## src/rtl/mips_pkg.sv

```systemverilog
// -----------------------------------------------------------------------------
// mips_pkg
// Shared definitions for the multicycle MIPS control unit:
//   - state_t   : the 12 controller states
//   - aluop_t   : coarse ALU operation requested by the controller
//   - opcode / funct field values recognised by the controller
//   - 3-bit ALU select codes consumed by the ALU
// -----------------------------------------------------------------------------
package mips_pkg;

    typedef enum logic [3:0] {
        S_FETCH   = 4'd0,
        S_DECODE  = 4'd1,
        S_MEMADR  = 4'd2,
        S_MEMRD   = 4'd3,
        S_MEMWB   = 4'd4,
        S_MEMWR   = 4'd5,
        S_RTYPEEX = 4'd6,
        S_RTYPEWB = 4'd7,
        S_BEQEX   = 4'd8,
        S_ADDIEX  = 4'd9,
        S_ADDIWB  = 4'd10,
        S_JEX     = 4'd11
    } state_t;

    typedef enum logic [1:0] {
        ALUOP_ADD   = 2'b00,
        ALUOP_SUB   = 2'b01,
        ALUOP_FUNCT = 2'b10
    } aluop_t;

    localparam logic [5:0] OP_RTYPE = 6'b000000;
    localparam logic [5:0] OP_LW    = 6'b100011;
    localparam logic [5:0] OP_SW    = 6'b101011;
    localparam logic [5:0] OP_BEQ   = 6'b000100;
    localparam logic [5:0] OP_ADDI  = 6'b001000;
    localparam logic [5:0] OP_J     = 6'b000010;

    localparam logic [5:0] FN_ADD   = 6'b100000;
    localparam logic [5:0] FN_SUB   = 6'b100010;
    localparam logic [5:0] FN_AND   = 6'b100100;
    localparam logic [5:0] FN_OR    = 6'b100101;
    localparam logic [5:0] FN_SLT   = 6'b101010;

    localparam logic [2:0] ALU_AND  = 3'b000;
    localparam logic [2:0] ALU_OR   = 3'b001;
    localparam logic [2:0] ALU_ADD  = 3'b010;
    localparam logic [2:0] ALU_SUB  = 3'b110;
    localparam logic [2:0] ALU_SLT  = 3'b111;

endpackage

```

## src/rtl/mips_mc_controller_alu_decoder.sv

```systemverilog
// -----------------------------------------------------------------------------
// alu_decoder
// Combinational translation of the controller's coarse ALU request plus the
// instruction funct field into the 3-bit ALU select.
//   i_aluop        in  2  requested operation (ADD, SUB, or decode from funct)
//   i_funct        in  6  instr[5:0]
//   o_alucontrol   out 3  ALU select (AND/OR/ADD/SUB/SLT codes only)
//   o_funct_legal  out 1  funct is one of the supported R-type functions;
//                         depends on i_funct alone so it can gate writeback
//                         independently of the current ALU request
// -----------------------------------------------------------------------------
module alu_decoder
    import mips_pkg::*;
(
    input  aluop_t      i_aluop,
    input  logic [5:0]  i_funct,
    output logic [2:0]  o_alucontrol,
    output logic        o_funct_legal
);

    logic [2:0] w_funct_sel;

    always_comb begin
        w_funct_sel   = ALU_ADD;
        o_funct_legal = 1'b1;
        case (i_funct)
            FN_ADD:  w_funct_sel = ALU_ADD;
            FN_SUB:  w_funct_sel = ALU_SUB;
            FN_AND:  w_funct_sel = ALU_AND;
            FN_OR:   w_funct_sel = ALU_OR;
            FN_SLT:  w_funct_sel = ALU_SLT;
            default: begin
                w_funct_sel   = ALU_ADD;
                o_funct_legal = 1'b0;
            end
        endcase
    end

    always_comb begin
        o_alucontrol = ALU_ADD;
        case (i_aluop)
            ALUOP_ADD:   o_alucontrol = ALU_ADD;
            ALUOP_SUB:   o_alucontrol = ALU_SUB;
            ALUOP_FUNCT: o_alucontrol = w_funct_sel;
            default:     o_alucontrol = ALU_ADD;
        endcase
    end

endmodule

```

## src/rtl/mips_mc_controller.sv

```systemverilog
// -----------------------------------------------------------------------------
// mips_mc_controller
// Multicycle MIPS control unit: a Moore FSM that walks each instruction
// through fetch/decode/execute/writeback and drives the datapath selects and
// write strobes.
//   clk, reset   single clock, synchronous active-high reset
//   op, funct    opcode and funct fields from the instruction register
//   zero         ALU zero flag (combinational from the ALU)
//   alucontrol   ALU select
//   alusrca      0=PC, 1=regA
//   alusrcb      00=regB, 01=4, 10=signimm, 11=signimm<<2
//   pcsrc        00=ALU result, 01=ALUOut, 10=jump target
//   iord         memory address: 0=PC, 1=ALUOut
//   regdst       0=rt, 1=rd
//   memtoreg     0=ALUOut, 1=memory data
//   irwrite, memwrite, regwrite, pcen   write strobes
// While reset is high every strobe is 0 and all selects show FETCH values.
// -----------------------------------------------------------------------------
module mips_mc_controller
    import mips_pkg::*;
(
    input  logic        clk,
    input  logic        reset,
    input  logic [5:0]  op,
    input  logic [5:0]  funct,
    input  logic        zero,
    output logic [2:0]  alucontrol,
    output logic        alusrca,
    output logic [1:0]  alusrcb,
    output logic [1:0]  pcsrc,
    output logic        iord,
    output logic        regdst,
    output logic        memtoreg,
    output logic        irwrite,
    output logic        memwrite,
    output logic        regwrite,
    output logic        pcen
);

    state_t r_state;
    state_t w_next;
    aluop_t w_aluop;
    logic   w_pcwrite;
    logic   w_branch;
    logic   w_regwrite;
    logic   w_rtype_wb;
    logic   w_funct_legal;

    always_ff @(posedge clk) begin
        if (reset) begin
            r_state <= S_FETCH;
        end else begin
            r_state <= w_next;
        end
    end

    // Defaults are the FETCH select values with all strobes off; reset and
    // unreachable encodings simply fall through to them.
    always_comb begin
        w_next     = S_FETCH;
        w_aluop    = ALUOP_ADD;
        alusrca    = 1'b0;
        alusrcb    = 2'b01;
        pcsrc      = 2'b00;
        iord       = 1'b0;
        regdst     = 1'b0;
        memtoreg   = 1'b0;
        irwrite    = 1'b0;
        memwrite   = 1'b0;
        w_regwrite = 1'b0;
        w_pcwrite  = 1'b0;
        w_branch   = 1'b0;
        w_rtype_wb = 1'b0;
        if (!reset) begin
            case (r_state)
                S_FETCH: begin
                    irwrite   = 1'b1;
                    w_pcwrite = 1'b1;
                    w_next    = S_DECODE;
                end
                S_DECODE: begin
                    alusrcb = 2'b11;
                    case (op)
                        OP_LW, OP_SW: w_next = S_MEMADR;
                        OP_RTYPE:     w_next = S_RTYPEEX;
                        OP_BEQ:       w_next = S_BEQEX;
                        OP_ADDI:      w_next = S_ADDIEX;
                        OP_J:         w_next = S_JEX;
                        default:      w_next = S_FETCH;
                    endcase
                end
                S_MEMADR: begin
                    alusrca = 1'b1;
                    alusrcb = 2'b10;
                    w_next  = (op == OP_LW) ? S_MEMRD : S_MEMWR;
                end
                S_MEMRD: begin
                    iord   = 1'b1;
                    w_next = S_MEMWB;
                end
                S_MEMWB: begin
                    w_regwrite = 1'b1;
                    memtoreg   = 1'b1;
                end
                S_MEMWR: begin
                    iord     = 1'b1;
                    memwrite = 1'b1;
                end
                S_RTYPEEX: begin
                    alusrca = 1'b1;
                    alusrcb = 2'b00;
                    w_aluop = ALUOP_FUNCT;
                    w_next  = S_RTYPEWB;
                end
                S_RTYPEWB: begin
                    w_regwrite = 1'b1;
                    w_rtype_wb = 1'b1;
                    regdst     = 1'b1;
                end
                S_BEQEX: begin
                    alusrca  = 1'b1;
                    alusrcb  = 2'b00;
                    w_aluop  = ALUOP_SUB;
                    w_branch = 1'b1;
                    pcsrc    = 2'b01;
                end
                S_ADDIEX: begin
                    alusrca = 1'b1;
                    alusrcb = 2'b10;
                    w_next  = S_ADDIWB;
                end
                S_ADDIWB: begin
                    w_regwrite = 1'b1;
                end
                S_JEX: begin
                    w_pcwrite = 1'b1;
                    pcsrc     = 2'b10;
                end
                default: begin
                    w_next = S_FETCH;
                end
            endcase
        end
    end

    alu_decoder u_alu_decoder (
        .i_aluop       (w_aluop),
        .i_funct       (funct),
        .o_alucontrol  (alucontrol),
        .o_funct_legal (w_funct_legal)
    );

    // Unsupported funct turns the R-type writeback into a no-op. Applied
    // outside the FSM block so funct_legal never feeds back into the block
    // that produces the ALU request.
    assign regwrite = w_regwrite & ~(w_rtype_wb & ~w_funct_legal);
    assign pcen     = w_pcwrite | (w_branch & zero);

endmodule

```

## config.mk

```make
export PLATFORM = sky130hd
export DESIGN_NAME = mips_mc_controller
export DESIGN_NICKNAME = d
export VERILOG_FILES = /design/src/rtl/mips_pkg.sv /design/src/rtl/mips_mc_controller_alu_decoder.sv /design/src/rtl/mips_mc_controller.sv
export SDC_FILE = /design/constraint.sdc
export NUM_CORES = 1
export LEC_CHECK = 0
export ABC_CLOCK_PERIOD_IN_PS = 2980
export CAP_MARGIN = 20
export CORE_MARGIN = 1
export CORE_UTILIZATION = 38
export DETAILED_ROUTE_END_ITERATION = 8
export HOLD_SLACK_MARGIN = 0.12
export PLACE_DENSITY_LB_ADDON = 0.15
export SYNTH_ARGS = -nofsm -noshare
export SYNTH_HDL_FRONTEND = slang
export SYNTH_SLANG_ARGS = --single-unit
export TNS_END_PERCENT = 50
```

## constraint.sdc

```tcl
create_clock -name clk -period 2.98 [get_ports clk]
set_clock_uncertainty 0.15 [all_clocks]
set_input_delay 0.745 -clock clk [delete_from_list [all_inputs] [get_ports clk]]
set_output_delay 0.745 -clock clk [all_outputs]
set_load 0.005 [all_outputs]
```

==> summary.md <==
| Metric | Value |
|---|---|
| TritonRoute pass-1 iters | `4` |
| Die H | `40.2 µm` |
| First-pass GRT wire length | `3110 µm` |
| Clk root buf | `clkbuf_4` |
| Final setup margin | `-3.91 ps` |
| Hold Buf Count CTS | `0` |
| Synthesized net count | `102` |
| Htree depth | `1` |
| Fin crit share | `100%` |
| Crit path capture type | `output pin` |
| Layout Utilization | `77.5%` |
| Clk pin slew, worst setup/hold paths | `40 ps` |
| Data required time of the worst path | `2090 ps` |
| Nets | `149` |
| Placed cell areas | `935 µm²` |
| Multi-input combinational cell area | `493 µm²` |
| Final hold violations | `0` |
| Largest regs | `r_state x4` |
| GP Congestion | `0.725` |
| Clock sinks | `4` |
| P&R area growth vs syn | `86.5%` |
| Hpwl dp | `1370 µm` |
| Reg area | `81.3 µm²` |
| Die area | `1620 µm²` |
| CTS tree | `built` |
| Max reg flops | `4` |
| Top-Level Pins | `30` |
| I/O Buffers | `29` |
| Critical path's slowest cell | `or3_4` |
| Hold crit path type | `reg2reg` |
| Antenna Cells | `0` |
| Crit path kind | `in2out` |
| Max FO, Critical Path | `4` |
| #FFs+latches synth | `4` |
| CTS buffer count | `3` |
| Core area | `1330 µm²` |
| Max incr delay on CP | `370 ps` |
| Max-slew headroom | `74.2%` |
| Setup crit start kind | `primary input` |
| Pwr dens | `197 nW/µm²` |
| Initial core utilization | `41.6%` |
| Worst path bufs/invs | `3` |
| Die Wd | `40.2 µm` |
| Proportion of layout cells with a drive suffix above 1 | `30.0%` |
| CTS max path bufs | `2` |
| Sequential cell area fraction in the yosys report | `14.4%` |
| Initial antenna violation count | `0` |
| Synth warn | `0` |
| Worst EP arrival | `2090 ps` |
| DR WL/cell | `14.7 µm` |
| Fmax | `0.335 GHz` |
| Commonest cells after routing, fill and taps aside | `clkdlybuf4s50_1, buf_4, nor2_1, nor3_1, a21oi_1` |
| Iter 0 DRT Violations | `9` |
| Slew @ Worst Pin | `384 ps` |
| CP cell instances | `buf_4 > nor2_4 > nand2_2 > or3_4 > inv_2 > ha_4 > a211o_1 > buf_2` |
| Distinct cell type count after synthesis | `33` |
| Max-Cap Viols | `0` |
| Commonest non-fill, non-tap cell in the layout | `clkdlybuf4s50_1` |
| Clk Latency, worst-skew pair | `240 ps` |
| Final global-route overflow total | `0` |
| Final instance area | `1030 µm²` |
| Final wirelength | `2130 µm` |
| Slew Limit Fails | `0` |
| Setup violators final | `1` |
| Most flops, register | `r_state` |
| RSZ-0062 raised after global routing | `yes` |
| Status | `finished, violations left` |
| Inst Count DP | `136` |
| Synth Instances | `85` |
| Num rows | `13` |
| DRC viols | `0` |
| Synthesized area | `554 µm²` |
| Number of global-route vias before repair | `766` |
| GR Util All Layers | `29.2%` |
| Fill cell count | `104` |
| Max VDD drop | `165 µV` |
| Total number of vias | `830` |
| Pin count of the biggest net entering global routing | `17` |
| Pleak | `0.422 nW` |
| Post-route insts no fill | `145` |
| Overall power | `0.203 mW` |
| Syn Area/Cell | `6.52 µm²` |
| Min cycle time layout | `2980 ps` |
| Failing checks | `negative setup slack` |
| Vias per inst | `5.72` |
| DRT antenna net count | `0` |
| Delay-heaviest family, CP | `simple AND/OR/NAND/NOR gates` |
-- synthesized netlist by cell type --
master	instances	area, µm²
nor2_1	9	33.8
nor3_1	7	35.0
a21oi_1	6	30.0
clkbuf_1	5	18.8
o21ai_0	5	25.0
or3_1	5	31.3
dfxtp_1	4	80.1
inv_1	4	15.0
nand2_1	4	15.0
nand2b_1	4	25.0
nor2b_1	4	25.0
a31oi_1	3	18.8
ha_1	2	25.0
nand3_1	2	10.0
nor4_1	2	12.5
xor2_1	2	17.5
a2111o_1	1	11.3
a211o_1	1	8.76
a211oi_1	1	7.51
a22oi_1	1	7.51
a41oi_1	1	8.76
and2_1	1	6.26
and3_1	1	6.26
nand3b_1	1	7.51
nand4_1	1	6.26
nor4b_1	1	8.76
o21a_1	1	7.51
o21bai_1	1	7.51
o31ai_1	1	7.51
or3b_2	1	8.76
or4_1	1	7.51
or4b_1	1	10.0
xnor2_1	1	8.76
-- worst reg2reg max path, cell delays in order (launching register included) --
cell and delay [ps]:
dfxtp_1 350, buf_4 190, or3_1 350, or3_1 340, or4b_1 470, a21oi_1 150
-- logic make-up after synthesis --
kind of cell | share of synthesized area [%]
xor gates and xnor gates | 4.74
AOI/OAI and AO/OA | 25.3
DFF | 14.4
buffers and inverters | 6.09
and+or+nand+nor | 44.9
adders and majority gates | 4.51
-- final timing paths --
| check | start | endpoint | slack [ps] | cells past startpoint |
|---|---|---|---|---|
| worst max-delay path | reset | alucontrol[1] | -4 | 8 |
| worst min-delay path | r_state[0] | r_state[3] | 560 | 3 |
| worst max register to register | r_state[3] | r_state[2] | 900 | 5 |
| worst min register to register | r_state[0] | r_state[3] | 560 | 3 |
-- stage by stage --
step / hold WS, ps / setup WS, ps / TNS (ps)
floorplan: 437 / 18.4 / 0
global route: 599 / -49.1 / -136
detailed placement: 543 / -733 / -3200
finish: 560 / -3.91 / -3.91
global placement: 548 / -672 / -2730
CTS: 567 / -31.3 / -62.2
-- power by group --
part / total, mW / switching, mW / internal (mW)
Clock: 0.0702 / 0.0249 / 0.0452
Sequential: 0.0566 / 0.00121 / 0.0554
Combinational: 0.0764 / 0.0326 / 0.0438
Total: 0.203 / 0.0587 / 0.144
-- repair_timing --
| action | in CTS | in global routing |
|---|---|---|
| pin swaps | 4 | 1 |
| gates resized for setup | 27 | 9 |
| setup endpoints to repair | 12 | 9 |
| endpoints found under the hold margin | 0 | 0 |
| buffers inserted | 6 | 0 |
-- layer usage --
layer	up-vias	part of all wire [%]	track usage, %
li1	405	-	-
met5	-	0	0
met1	374	36	26.3
met3	9	6.8	9.44
met2	42	54	58.1
met4	0	3.8	12.5
-- layout make-up --
| class | instances | area share, % |
|---|---|---|
| sequential | 4 | 7.87 |
| clock buffer | 3 | 2.18 |
| multi-input combinational | 72 | 47.7 |
| inverter | 4 | 1.45 |
| tap | 15 | 1.82 |
| timing repair buffer | 47 | 39.0 |
Power figures use the tool's default switching activity.
==> RTL edit 1, RTL diff (same flow settings) <==
Put a register stage on the outputs `regwrite` and `pcen`, cleared by the reset. The values now appear one clock later. The other outputs are not delayed to match.
--- a/src/rtl/mips_mc_controller.sv
+++ b/src/rtl/mips_mc_controller.sv
@@ -155,4 +155,11 @@
     // that produces the ALU request.
-    assign regwrite = w_regwrite & ~(w_rtype_wb & ~w_funct_legal);
-    assign pcen     = w_pcwrite | (w_branch & zero);
+    always_ff @(posedge clk) begin
+        if (reset) begin
+            regwrite <= '0;
+            pcen     <= '0;
+        end else begin
+            regwrite <= w_regwrite & ~(w_rtype_wb & ~w_funct_legal);
+            pcen     <= w_pcwrite | (w_branch & zero);
+        end
+    end
 
Function: changed (Yosys sat finds a counterexample within 4 cycles, from zero or initial values and one cycle with reset high).
==> RTL edit 1 against the original RTL <==
  * Routed wire length decreased by 12%
  * Final area decreased by 0.60%
  * Sequential cell count increased by 2
  * Non-clock buffer count decreased by 5
  * Setup slack improved by 0.035 ns
  * Clock power increased by 12%
  * Total power increased by 17%
  * Worst hold slack got worse by 0.14 ns
  * Area after synthesis increased by 8.1%
  * Core utilization decreased by 3.2 points
  * Via count decreased by 5.4%
  * Final cell count decreased by 0.69%
==> RTL edit 1: results (changes against the original RTL) <==
----------------------------------------------------
[Run status]
  Outcome ... finished clean

[Routing]
  Met2 WL ... 903 um (-21%)
  Routed wire length on met3 ... 93 um (-35%)
  Routed via count divided by cell count ... 5.45 (-4.8%)
  Post-Route M1 WL ... 881 um (+16%)
  Detailed Route Iter0 Violations ... 26 (+17)

[Yosys]
  Distinct cell type count after synthesis ... 31 (-6.1%)
  Leading cell types by total area after synthesis ... sky130_fd_sc_hd__dfxtp_1, sky130_fd_sc_hd__nor2_1, sky130_fd_sc_hd__a21oi_1, sky130_fd_sc_hd__nand2b_1, sky130_fd_sc_hd__nand2_1
  Post-synth net total ... 105 (+2.9%)
  Proportion of synthesized chip area in sequential cells ... 0.200 (+0.0559)
  Ranking of synthesized cells by instance count ... sky130_fd_sc_hd__nor2_1, sky130_fd_sc_hd__nand2_1, sky130_fd_sc_hd__a21oi_1, sky130_fd_sc_hd__dfxtp_1

[Global route]
  Global-route usage over all layers ... 0.209 (-0.0836)
  GR met1 Demand/Resource ... 0.260 (-0.00321)
  Met2 track utilization from global routing ... 0.347 (-0.234)
  GR Layer Usage met3 ... 0.0826 (-0.0118)
  Global-route wire length before repair ... 2.79 mm (-10%)

[Worst setup path]
  Startpoint of the most critical setup path ... funct[2]
  Critical path's top delay family ... buffers and inverters
  Worst reg2reg path endpoint ... r_state[1]
  CP Max Fanout ... 3 (-1)
  Critical-path cell with the highest stage delay ... sky130_fd_sc_hd__clkdlybuf4s50_1
  Source of the worst register-to-register timing path ... r_state[1]
  Biggest cell delay along the critical path ... 0.51 ns (+0.14 ns)

[Placement]
  Post-detail-place hpwl ... 1.41 mm (+2.6%)
  Worst setup slack before clock tree synthesis ... -0.491 ns (+0.242 ns)
  Area of placed instances ... 978 um2 (+4.7%)

[Pwr]
  IR Drop Worst-Case VDD ... 0.198 mV (+20%)
  P_clk ... 0.0788 mW (+12%)
  Total internal power ... 0.170 mW (+18%)
  Leakage power ... 0.397 nW (-5.7%)
  Seq pwr ... 0.0865 mW (+53%)

[Finish]
  Share of final-layout standard cells stronger than drive strength 1 ... 0.209 (-0.0907)
  Number of cells in the finished layout apart from fillers ... 144 (-0.69%)
  Nets ... 148 (-0.67%)
  Largest registers ... r_state: 4 flops, pcen: 1 flops, regwrite: 1 flops

[STA]
  Period utilization ... 0.990 (-0.0118)
  Tightest Pin Transition ... 0.410 ns (+0.0261 ns)
  Final sum of negative setup slack ... 0 ns (+0.00391 ns)

[Clock tree]
  Post-CTS setup buffer count ... 1 (-5)
  PostCTS Resize Cnt ... 8 (-70%)

[Worst hold path]
  Number of cells on the worst hold path ... 2 (-1)

----------------------------------------------------
[RTL edit 1: cell families after synthesis]
| family | after synthesis | share of synthesized area |
|---|---|---|
| simple gates | 49 | 0.449 |
| xor+xnor | 1 | 0.0146 |
| buf+inv | 9 | 0.0647 |
| fa+ha+maj | 2 | 0.0417 |
| compound gates | 21 | 0.230 |
| flops | 6 | 0.200 |
[RTL edit 1: how the worst min path moves through the flow]
| stage | to | slack, ns |
|---|---|---|
| 2_1_floorplan | r_state[3] | 0.39 |
| 3_3_place_gp | pcen | 0.41 |
| 3_5_place_dp | pcen | 0.40 |
| 4_1_cts | pcen | 0.41 |
| 5_1_grt | pcen | 0.45 |
| 6_report | pcen | 0.42 |
[RTL edit 1: cell type report]
class | instances | area (um2)
inverter | 5 | 18.8
timing repair buffer | 42 | 379
sequential | 6 | 120
tap | 15 | 18.8
fill | 126 | 355
clock buffer | 3 | 22.5
multi-input combinational | 73 | 468
==> RTL edit 2, RTL diff (same settings) <==
Without the edit above. The 12 states of `state_t` get a one-hot encoding in 12 bits.
--- a/src/rtl/mips_pkg.sv
+++ b/src/rtl/mips_pkg.sv
@@ -10,15 +10,15 @@
 
-    typedef enum logic [3:0] {
-        S_FETCH   = 4'd0,
-        S_DECODE  = 4'd1,
-        S_MEMADR  = 4'd2,
-        S_MEMRD   = 4'd3,
-        S_MEMWB   = 4'd4,
-        S_MEMWR   = 4'd5,
-        S_RTYPEEX = 4'd6,
-        S_RTYPEWB = 4'd7,
-        S_BEQEX   = 4'd8,
-        S_ADDIEX  = 4'd9,
-        S_ADDIWB  = 4'd10,
-        S_JEX     = 4'd11
+    typedef enum logic [11:0] {
+        S_FETCH   = 12'b000000000001,
+        S_DECODE  = 12'b000000000010,
+        S_MEMADR  = 12'b000000000100,
+        S_MEMRD   = 12'b000000001000,
+        S_MEMWB   = 12'b000000010000,
+        S_MEMWR   = 12'b000000100000,
+        S_RTYPEEX = 12'b000001000000,
+        S_RTYPEWB = 12'b000010000000,
+        S_BEQEX   = 12'b000100000000,
+        S_ADDIEX  = 12'b001000000000,
+        S_ADDIWB  = 12'b010000000000,
+        S_JEX     = 12'b100000000000
     } state_t;
Function: no difference found for any inputs over 10 cycles, from zero or initial values and one cycle with reset high; not proved beyond that.
==> RTL edit 2 against the original RTL <==
  * The run still ends with negative setup slack left
  * Area after synthesis increased by 55%
  * Combinational power is 39% higher
  * Register-to-register slack improved by 0.12 ns
  * First-iteration DRC count grew to 3.0 times the old value
  * Setup slack got worse by 0.24 ns
  * Final area rose by 48%
  * Sequential power grew to 3.1 times the old value
  * Sequential cell count grew 8
  * Routed wire length grew 33%
  * Total power up 110%
==> RTL edit 2: results (changes against the original RTL) <==
----------------------------------------------------
[Run status]
  Outcome ... complete, but fails checks
  Violations in the final reports ... negative setup slack

[STA]
  Finish-stage setup viols ... 5 (+4)
  Final sum of negative setup slack ... -0.671 ns (-0.667 ns)
  Worst path setup slack after routing ... -0.248 ns (-0.244 ns)

[Finish]
  Non-clock buffer share of cell area ... 0.300 (-0.0894)
  Count of non-CTS inverters in the layout ... 6 (+2)
  Total area of sequential cells ... 248 um2 (+200%)
  Sequential fraction of total cell area ... 0.162 (+0.0829)
  Multi-input logic portion of the cell area ... 0.478 (+0.000553)
  Final-layout fill cell count ... 148 (+42%)
  Layout sequential cell count ... 12 (+8)
  Non-clock buffer count ... 55 (+17%)
  Count of clock-net buffers in the final layout ... 4 (+1)
  Clock network share of area ... 0.0237 (+0.00188)

[Clock tree]
  Post-CTS setup buffer count ... 4 (-2)
  PostCTS Resize Cnt ... 46 (+70%)
  Worst skew pair latency ... 0.29 ns (+0.05 ns)
  Register clock-pin slew on the reported worst setup and hold paths ... 0.08 ns (+0.04 ns)

[Pwr]
  Leakage power ... 0.715 nW (+70%)
  IR Drop Worst-Case VDD ... 0.254 mV (+54%)

[Yosys]
  Leading cell types by total area after synthesis ... sky130_fd_sc_hd__dfxtp_1, sky130_fd_sc_hd__nor2_1, sky130_fd_sc_hd__a211o_1, sky130_fd_sc_hd__nand3_1, sky130_fd_sc_hd__nor4b_1
  Ranking of synthesized cells by instance count ... sky130_fd_sc_hd__dfxtp_1, sky130_fd_sc_hd__nor2_1, sky130_fd_sc_hd__nand3_1, sky130_fd_sc_hd__inv_1, sky130_fd_sc_hd__nor3_1
  Post-synth net total ... 118 (+16%)
  Fraction of the mapped netlist area in adder cells ... 0.0291 (-0.0160)
  Distinct cell type count after synthesis ... 41 (+24%)
  Post-synthesis share of cell area spent on xor and xnor gates ... 0.0204 (-0.0270)
  Proportion of synthesized chip area in sequential cells ... 0.279 (+0.135)

[Routing]
  Overall via count from detail_route ... 1,074 (+29%)
  Routed wire length on met3 ... 127 um (-12%)
  Met2 WL ... 1.36 mm (+19%)

[Placement]
  Area of placed instances ... 0.00137 mm2 (+47%)
  Final weighted congestion in routability-driven placement ... 0.792 (+9.3%)

[Global route]
  Global-route usage over all layers ... 0.250 (-0.0426)
  Pin count of the biggest net entering global routing ... 8 (-9)
  Vias in the first global route ... 1,016 (+33%)
  Global-route wire length before repair ... 4.67 mm (+50%)

[Worst setup path]
  Endpoint arrival time on the critical path ... 2.33 ns (+0.24 ns)

----------------------------------------------------
[RTL edit 2: cell types whose count changed in the layout (fill, tap and decap cells not counted), sizes merged, moves of 5 or more]
cell           before  now
buf                21   31
dfxtp               4   12
clkdlybuf4s50      21   14
nand3               2    7
[RTL edit 2: where the power goes]
group / total [mW] / switching (mW) / internal, mW
registers: 0.176 / 0.0104 / 0.166
logic: 0.106 / 0.0403 / 0.0661
clock network: 0.137 / 0.0629 / 0.0745
total: 0.420 / 0.114 / 0.306
[RTL edit 2: logic make-up (layout without fill, tap and decap cells)]
| group | after synthesis | count (layout) |
|---|---|---|
| AND/OR/NAND/NOR | 63 | 63 |
| flip-flops | 12 | 12 |
| buffers and inverters | 7 | 65 |
| adder cells (fa/ha/maj) | 2 | 2 |
| AO/OA/AOI/OAI | 15 | 15 |
| XOR/XNOR | 2 | 2 |
[RTL edit 2: final timing paths]
kind | endpoint | cells after the start | startpoint | slack [ns]
worst max-delay path | alucontrol[1] | 8 | reset | -0.25
worst min-delay path | r_state[1] | 1 | r_state[1] | 0.40
worst max register to register | r_state[8] | 6 | r_state[4] | 1.02
worst min register to register | r_state[1] | 1 | r_state[1] | 0.40
[RTL edit 2: routing by layer]
layer  up-vias  track usage
li1        506            -
met1       502        0.315
met2        53        0.421
met3        13       0.0463
met4         0       0.0857
met5         -            0
[RTL edit 2: stage by stage]
step | power [mW] | std cells | utilization | hold WS (ns)
floorplan | 0.212 | 101 | - | 0.341
global placement | 0.265 | 178 | 0.672 | 0.382
detailed placement | 0.267 | 178 | 0.672 | 0.394
CTS | 0.415 | 185 | 0.727 | 0.362
global route | 0.439 | 186 | 0.751 | 0.407
finish | 0.420 | 186 | 0.751 | 0.395
